`config.mk`:
```
export PLATFORM = sky130hd
export DESIGN_NAME = ifu_fetch_flat
export DESIGN_NICKNAME = d
export VERILOG_FILES = /design/src/rtl/ifu_fetch_if.sv /design/src/rtl/ifu_fetch.sv /design/src/flat_wrapper.sv
export SDC_FILE = /design/constraint.sdc
export NUM_CORES = 1
export LEC_CHECK = 0
export ABC_AREA = 1
export BUFFER_PORTS_ARGS = -buffer_cell sky130_fd_sc_hd__clkbuf_2
export CAP_MARGIN = 25
export CORE_UTILIZATION = 51
export DETAILED_ROUTE_END_ITERATION = 10
export GPL_TIMING_DRIVEN = 0
export HOLD_SLACK_MARGIN = 0.06
export PLACE_DENSITY = 0.93
export SYNTH_ARGS = -nofsm -noshare
export SYNTH_HDL_FRONTEND = slang
export SYNTH_SLANG_ARGS = --single-unit
```
`constraint.sdc`:
```
create_clock -name clk -period 3.65 [get_ports clk]
set_clock_uncertainty 0.05 [all_clocks]
set_input_delay 0.5475 -clock clk [delete_from_list [all_inputs] [get_ports clk]]
set_output_delay 0.5475 -clock clk [all_outputs]
set_load 0.05 [all_outputs]
```
`src/rtl/ifu_fetch_if.sv`:
```
// ---------------------------------------------------------------------------
// ifu_fetch_if
// Groups every handshake and bus signal of the instruction fetch unit so the
// IFU and its environment (memory model, decode stage, next-PC selector) can
// be connected with one port.
//
// Signal summary (direction as seen from the IFU, modport master):
//   pc_in_valid   in   1   downstream presents next PC
//   pc_in         in   32  next PC (bit0 already cleared by producer)
//   pc_in_ready   out  1   IFU accepts next PC
//   mem_req_valid out  1   read request valid
//   mem_req_addr  out  32  read address = current fetch PC
//   mem_req_ready in   1   memory accepts request
//   mem_rsp_valid in   1   read data valid
//   mem_rsp_data  in   32  instruction word
//   mem_rsp_err   in   1   bus error, qualified by mem_rsp_valid
//   inst_valid    out  1   inst/inst_pc valid to decode
//   inst          out  32  fetched instruction
//   inst_pc       out  32  PC of inst
//   inst_ready    in   1   decode consumes inst
//   fetch_err     out  1   sticky fault
//
// Modports: master = IFU side, slave = environment side.
// ---------------------------------------------------------------------------
interface ifu_fetch_if;
  logic        pc_in_valid;
  logic [31:0] pc_in;
  logic        pc_in_ready;
  logic        mem_req_valid;
  logic [31:0] mem_req_addr;
  logic        mem_req_ready;
  logic        mem_rsp_valid;
  logic [31:0] mem_rsp_data;
  logic        mem_rsp_err;
  logic        inst_valid;
  logic [31:0] inst;
  logic [31:0] inst_pc;
  logic        inst_ready;
  logic        fetch_err;

  modport master (
    input  pc_in_valid, pc_in, mem_req_ready, mem_rsp_valid,
           mem_rsp_data, mem_rsp_err, inst_ready,
    output pc_in_ready, mem_req_valid, mem_req_addr, inst_valid,
           inst, inst_pc, fetch_err
  );

  modport slave (
    output pc_in_valid, pc_in, mem_req_ready, mem_rsp_valid,
           mem_rsp_data, mem_rsp_err, inst_ready,
    input  pc_in_ready, mem_req_valid, mem_req_addr, inst_valid,
           inst, inst_pc, fetch_err
  );
endinterface

```
`src/rtl/ifu_fetch.sv`:
```
// ---------------------------------------------------------------------------
// ifu_fetch
// Instruction fetch unit feeding the decode/execute datapath. Holds the
// fetch PC, issues one 32-bit read per instruction over a valid/ready
// request channel, buffers the returned word and presents it with its PC to
// decode. The next PC (selected downstream) comes back over its own
// handshake. Strictly one instruction in flight, no prefetch.
//
// Loop: REQ -> WAIT -> OUT -> NEXT -> REQ. ERR is terminal until rst.
//
// Parameters:
//   RESET_PC        first fetch address after reset
//   TIMEOUT_CYCLES  max WAIT cycles without a response before fault,
//                   0 disables the timeout
//
// Ports:
//   clk  in  clock
//   rst  in  synchronous, active-high reset
//   ifu  ifu_fetch_if.master  next-PC, memory and decode handshakes
//
// Build option:
//   IFU_MISALIGN_CHECK_EN  when defined, a next PC with pc_in[1:0] != 0 (or a
//   misaligned RESET_PC) sends the unit to ERR instead of issuing a fetch.
//   When undefined, the PC is passed to mem_req_addr unchanged.
// ---------------------------------------------------------------------------
module ifu_fetch #(
  parameter logic [31:0] RESET_PC       = 32'h8000_0000,
  parameter int unsigned TIMEOUT_CYCLES = 255
) (
  input  logic        clk,
  input  logic        rst,
  ifu_fetch_if.master ifu
);

  // Timeout counter is wide enough to hold TIMEOUT_CYCLES, never narrower
  // than one bit so the disabled case still elaborates cleanly.
  localparam int unsigned TMO_W = (TIMEOUT_CYCLES == 0) ? 1 : $clog2(TIMEOUT_CYCLES + 1);
  localparam logic [TMO_W-1:0] TMO_LAST = (TIMEOUT_CYCLES == 0) ? '0 : TMO_W'(TIMEOUT_CYCLES - 1);
  localparam logic [TMO_W-1:0] TMO_MAX  = '1;
  localparam logic [TMO_W-1:0] TMO_ONE  = TMO_W'(1);

  localparam logic [2:0] ST_REQ  = 3'd0;
  localparam logic [2:0] ST_WAIT = 3'd1;
  localparam logic [2:0] ST_OUT  = 3'd2;
  localparam logic [2:0] ST_NEXT = 3'd3;
  localparam logic [2:0] ST_ERR  = 3'd4;

`ifdef IFU_MISALIGN_CHECK_EN
  localparam logic MISALIGN_CHECK = 1'b1;
`else
  localparam logic MISALIGN_CHECK = 1'b0;
`endif

  // A misaligned reset vector can only be reported by starting in ERR.
  localparam logic [2:0] ST_RESET =
    (MISALIGN_CHECK && (RESET_PC[1:0] != 2'b00)) ? ST_ERR : ST_REQ;

  logic [2:0]       state_q,   state_d;
  logic [31:0]      fetchPc_q, fetchPc_d;
  logic [31:0]      inst_q,    inst_d;
  logic [31:0]      instPc_q,  instPc_d;
  logic [TMO_W-1:0] tmoCnt_q,  tmoCnt_d;

  logic pcMisaligned;
  logic tmoExpired;

  assign pcMisaligned = MISALIGN_CHECK && (ifu.pc_in[1:0] != 2'b00);
  assign tmoExpired   = (TIMEOUT_CYCLES != 0) && (tmoCnt_q == TMO_LAST);

  // Next-state and datapath update. A response always takes priority over
  // timeout expiry in the same cycle; responses and next-PC offers outside
  // their own state fall through the default hold.
  always_comb begin
    state_d   = state_q;
    fetchPc_d = fetchPc_q;
    inst_d    = inst_q;
    instPc_d  = instPc_q;
    tmoCnt_d  = tmoCnt_q;
    case (state_q)
      ST_REQ: begin
        if (ifu.mem_req_ready) begin
          state_d  = ST_WAIT;
          tmoCnt_d = '0;
        end
      end
      ST_WAIT: begin
        if (ifu.mem_rsp_valid) begin
          if (ifu.mem_rsp_err) begin
            state_d = ST_ERR;
          end else begin
            inst_d   = ifu.mem_rsp_data;
            instPc_d = fetchPc_q;
            state_d  = ST_OUT;
          end
        end else if (tmoExpired) begin
          state_d = ST_ERR;
        end else if (tmoCnt_q != TMO_MAX) begin
          tmoCnt_d = tmoCnt_q + TMO_ONE;
        end
      end
      ST_OUT: begin
        if (ifu.inst_ready) begin
          state_d = ST_NEXT;
        end
      end
      ST_NEXT: begin
        if (ifu.pc_in_valid) begin
          if (pcMisaligned) begin
            state_d = ST_ERR;
          end else begin
            fetchPc_d = ifu.pc_in;
            state_d   = ST_REQ;
          end
        end
      end
      ST_ERR: begin
        state_d = ST_ERR;
      end
      default: begin
        state_d = ST_ERR;
      end
    endcase
  end

  // State registers; rst restores everything and abandons any fetch.
  always_ff @(posedge clk) begin
    if (rst) begin
      state_q   <= ST_RESET;
      fetchPc_q <= RESET_PC;
      inst_q    <= '0;
      instPc_q  <= '0;
      tmoCnt_q  <= '0;
    end else begin
      state_q   <= state_d;
      fetchPc_q <= fetchPc_d;
      inst_q    <= inst_d;
      instPc_q  <= instPc_d;
      tmoCnt_q  <= tmoCnt_d;
    end
  end

  // Handshake outputs are pure state decodes, so ERR forces every valid and
  // ready low and fetch_err stays set until reset.
  assign ifu.mem_req_valid = (state_q == ST_REQ);
  assign ifu.mem_req_addr  = fetchPc_q;
  assign ifu.inst_valid    = (state_q == ST_OUT);
  assign ifu.inst          = inst_q;
  assign ifu.inst_pc       = instPc_q;
  assign ifu.pc_in_ready   = (state_q == ST_NEXT);
  assign ifu.fetch_err     = (state_q == ST_ERR);

endmodule

```
`src/flat_wrapper.sv`:
```
// flat-port wrapper written by rule: the top's interface ports become plain ports
module ifu_fetch_flat 
#(
  parameter logic [31:0] RESET_PC       = 32'h8000_0000,
  parameter int unsigned TIMEOUT_CYCLES = 255
)
  (clk, rst, ifu_pc_in_valid, ifu_pc_in, ifu_mem_req_ready, ifu_mem_rsp_valid, ifu_mem_rsp_data, ifu_mem_rsp_err, ifu_inst_ready, ifu_pc_in_ready, ifu_mem_req_valid, ifu_mem_req_addr, ifu_inst_valid, ifu_inst, ifu_inst_pc, ifu_fetch_err);
  ifu_fetch_if ifu_i ();
  input  logic clk;
  input  logic rst;
  input wire logic [$bits(ifu_i.pc_in_valid)-1:0] ifu_pc_in_valid;
  input wire logic [$bits(ifu_i.pc_in)-1:0] ifu_pc_in;
  input wire logic [$bits(ifu_i.mem_req_ready)-1:0] ifu_mem_req_ready;
  input wire logic [$bits(ifu_i.mem_rsp_valid)-1:0] ifu_mem_rsp_valid;
  input wire logic [$bits(ifu_i.mem_rsp_data)-1:0] ifu_mem_rsp_data;
  input wire logic [$bits(ifu_i.mem_rsp_err)-1:0] ifu_mem_rsp_err;
  input wire logic [$bits(ifu_i.inst_ready)-1:0] ifu_inst_ready;
  output wire logic [$bits(ifu_i.pc_in_ready)-1:0] ifu_pc_in_ready;
  output wire logic [$bits(ifu_i.mem_req_valid)-1:0] ifu_mem_req_valid;
  output wire logic [$bits(ifu_i.mem_req_addr)-1:0] ifu_mem_req_addr;
  output wire logic [$bits(ifu_i.inst_valid)-1:0] ifu_inst_valid;
  output wire logic [$bits(ifu_i.inst)-1:0] ifu_inst;
  output wire logic [$bits(ifu_i.inst_pc)-1:0] ifu_inst_pc;
  output wire logic [$bits(ifu_i.fetch_err)-1:0] ifu_fetch_err;
  assign ifu_i.pc_in_valid = ifu_pc_in_valid;
  assign ifu_i.pc_in = ifu_pc_in;
  assign ifu_i.mem_req_ready = ifu_mem_req_ready;
  assign ifu_i.mem_rsp_valid = ifu_mem_rsp_valid;
  assign ifu_i.mem_rsp_data = ifu_mem_rsp_data;
  assign ifu_i.mem_rsp_err = ifu_mem_rsp_err;
  assign ifu_i.inst_ready = ifu_inst_ready;
  assign ifu_pc_in_ready = ifu_i.pc_in_ready;
  assign ifu_mem_req_valid = ifu_i.mem_req_valid;
  assign ifu_mem_req_addr = ifu_i.mem_req_addr;
  assign ifu_inst_valid = ifu_i.inst_valid;
  assign ifu_inst = ifu_i.inst;
  assign ifu_inst_pc = ifu_i.inst_pc;
  assign ifu_fetch_err = ifu_i.fetch_err;
  ifu_fetch #(.RESET_PC(RESET_PC), .TIMEOUT_CYCLES(TIMEOUT_CYCLES)) u_core (.clk(clk), .rst(rst), .ifu(ifu_i));
endmodule
```
==> impl_metrics.toml <==
[run_status]
status = "complete, no violations"

[worst_hold_path]
whs_endpoint = "u_core.ifu.mem_req_addr[31]$_SDFFE_PP1P_"
min-delay-start = "ifu_pc_in[31]"
hp-class = "input port to register"
holdPathStages = 3

[pwr]
sequentialPowerShare = 0.423
powerDensity_nw_per_um2 = 639
max-vdd-ir-drop_mv = 0.299
power_frac_clock = 0.215
p_switching_mw = 1.39
p_leak_nw = 2.37
p_comb_frac = 0.362
netSwitchingFraction = 0.418
intPower_mw = 1.94

[worst_setup_path]
end_kind = "output port"
crit_required_ns = 3.05
critPathArrivalTime_ns = 1.52
crit_fanout = 5
setup.worst_path.start_class = "register"
r2r-end = "u_core.tmoCnt_q[1]$_SDFFE_PP0P_"
r2r-start = "u_core.tmoCnt_q[1]$_SDFFE_PP0P_"
worst-setup-path-type = "register to output port"
ff2ff_path_depth = 9
rrSetupSlack_ns = 1.93

[clock_tree]
cts_tree = "yes"
cts_buffers = 9
path_clk_slew_ns = 0.10
hold_buffers = 0
clk_latency_ns = 0.35
clock_sinks = 107
h-tree-depth = 3
root_buffer = "clkbuf_8"
ctsResizeCount = 0
cts_setup_buffers = 0
clockBufferDepth = 2

[sta]
finalWorstSetupSlack_ns = 1.54
fmax_mhz = 473
finalCritPeriodShare = 0.579
fin_tns_setup_ns = 0
setup_viol = 0
drv_slew = 0
fin_crit_ns = 2.11
hold_viol = 0
rsz0062_at_grt = "false"
relSlewSlack = 0.682
worst-slew-pin-transition_ns = 0.477

[placement]
finalWeightedCongestion = 0.902
hpwlAfterDp_microns = 8220
dp_slack_ns = 1.66
io_buffer_count = 169

[final_layout]
syn_to_final_growth_pct = 28.9
mostFrequentLayoutCells = "169 x clkbuf_2, 139 x nor2_1, 107 x dfxtp_1"
fin_nets = 787
num_antenna_cells = 0
final_common_cell = "clkbuf_2"
drive_gt1_frac = 0.294

[synth]
ys_seq_area_frac = 0.529
syn_nets = 607
ys_types = 26
syn-mean-instance-area_sq_um = 7.59
synth_cells = 534
synth.cell_area_sq_um = 4050
synth_warnings = 0
ys_ff_latch = 107

[floorplan]
start_util = 0.527
die_area_sq_um = 8310
num_io_pins = 171
fp.dieW_microns = 91.1
dieHeight_microns = 91.1
core_sq_um = 7690
placementRows = 32

[route]
drt_wl_total_microns = 10600
post_drt_wl_per_cell_microns = 13.0
final_antenna_net_count = 0
vias_per_cell = 5.08
firstDrtPassIters = 6
drc = 0
vias = 4164
drt_iter0_markers = 118

[grt]
grt_pass1_vias = 3932
grt_antenna_before_repair = 0
grt_max_degree = 19
gr-usage-all-layers = 0.261
overflow = 0
grt_pass1_wl_microns = 17500

[flow_run]
cap_violations = 0
==> cells in the mapped netlist <==
library cell,number,area [sq um]
nor3_4,1,16.3
inv_2,3,11.3
inv_1,17,63.8
buf_6,4,45.0
inv_4,2,12.5
ha_1,2,25.0
clkinv_4,1,8.76
nor2_2,1,6.26
dfxtp_1,107,2140
a21oi_1,40,200
nand4_1,1,6.26
a21oi_2,3,26.3
clkbuf_1,20,75.1
o21bai_1,2,15.0
buf_2,8,40.0
nand3b_1,3,22.5
a31oi_1,1,6.26
nand2_4,2,22.5
nor3b_1,1,7.51
nand3_1,14,70.1
or2_2,1,6.26
nand2_1,87,327
nor3_1,4,20.0
nor2_1,139,522
o21ai_0,69,345
nand3_2,1,10.0
==> kinds of logic after synthesis <==
| logic type | Yosys count | share of synthesized area |
|---|---|---|
| compound gates | 115 | 0.146 |
| flops | 107 | 0.529 |
| simple gates | 255 | 0.256 |
| buf+inv | 55 | 0.0633 |
| fa+ha+maj | 2 | 0.00617 |
==> metrics by stage <==
stage / power [mW] / instance area (sq um) / instances / hold slack, ns / utilization
floorplan: 2.34 / 4050 / 534 / 0.416 / -
global placement: 2.60 / 5030 / 805 / 0.413 / 0.654
detailed placement: 2.64 / 5030 / 805 / 0.419 / 0.654
CTS: 3.36 / 5230 / 820 / 0.350 / 0.680
global route: 3.52 / 5230 / 820 / 0.339 / 0.680
finish: 3.34 / 5230 / 820 / 0.354 / 0.680
==> power groups by stage <==
stage | clock network [mW] | logic, mW | registers [mW]
3_3_place_gp | 0 | 1.18 | 1.43
4_1_cts | 0.738 | 1.21 | 1.41
5_1_grt | 0.781 | 1.31 | 1.43
2_1_floorplan | 0 | 0.507 | 1.84
6_report | 0.719 | 1.21 | 1.41
3_5_place_dp | 0 | 1.21 | 1.44
==> worst max-delay path, cell delays in order, from the launching register on <==
cell	delay [ns]
dfxtp_1	0.38
nor2_1	0.25
inv_1	0.09
nor2_1	0.14
clkbuf_2	0.30
==> metal layers <==
metal / global-route usage / wire (microns) / up-vias
li1: - / - / 2074
met1: 0.305 / 4600 / 1915
met2: 0.475 / 5300 / 158
met3: 0.0410 / 562 / 17
met4: 0.0992 / 180 / 0
met5: 0 / 0 / -
==> registers in the layout, indices dropped and copies added, names as in the netlist <==
register	cells
u_core.tmoCnt_q	8
u_core.ifu.mem_req_addr	32
u_core.ifu.inst	32
u_core.state_q	3
u_core.ifu.inst_pc	32
==> cell type report <==
type	instances	area (sq um)
Fill cell	688	2460
Multi-Input combinational cell	372	1650
Inverter	23	96.3
Buffer	32	160
Timing Repair Buffer	169	846
Clock buffer	9	124
Clock inverter	6	75.1
Tap cell	102	128
Sequential cell	107	2140
==> worst max-delay path by stage <==
stage,from,end
6_report,u_core.state_q[0]$_SDFFE_PP0P_,ifu_inst_valid
5_1_grt,u_core.state_q[0]$_SDFFE_PP0P_,ifu_inst_valid
3_3_place_gp,rst,u_core.ifu.inst[28]$_SDFFE_PP0P_
4_1_cts,u_core.state_q[0]$_SDFFE_PP0P_,ifu_inst_valid
3_5_place_dp,rst,u_core.ifu.inst[29]$_SDFFE_PP0P_
2_1_floorplan,u_core.state_q[2]$_SDFFE_PP0P_,ifu_fetch_err
(Power assumes the default switching activity.)
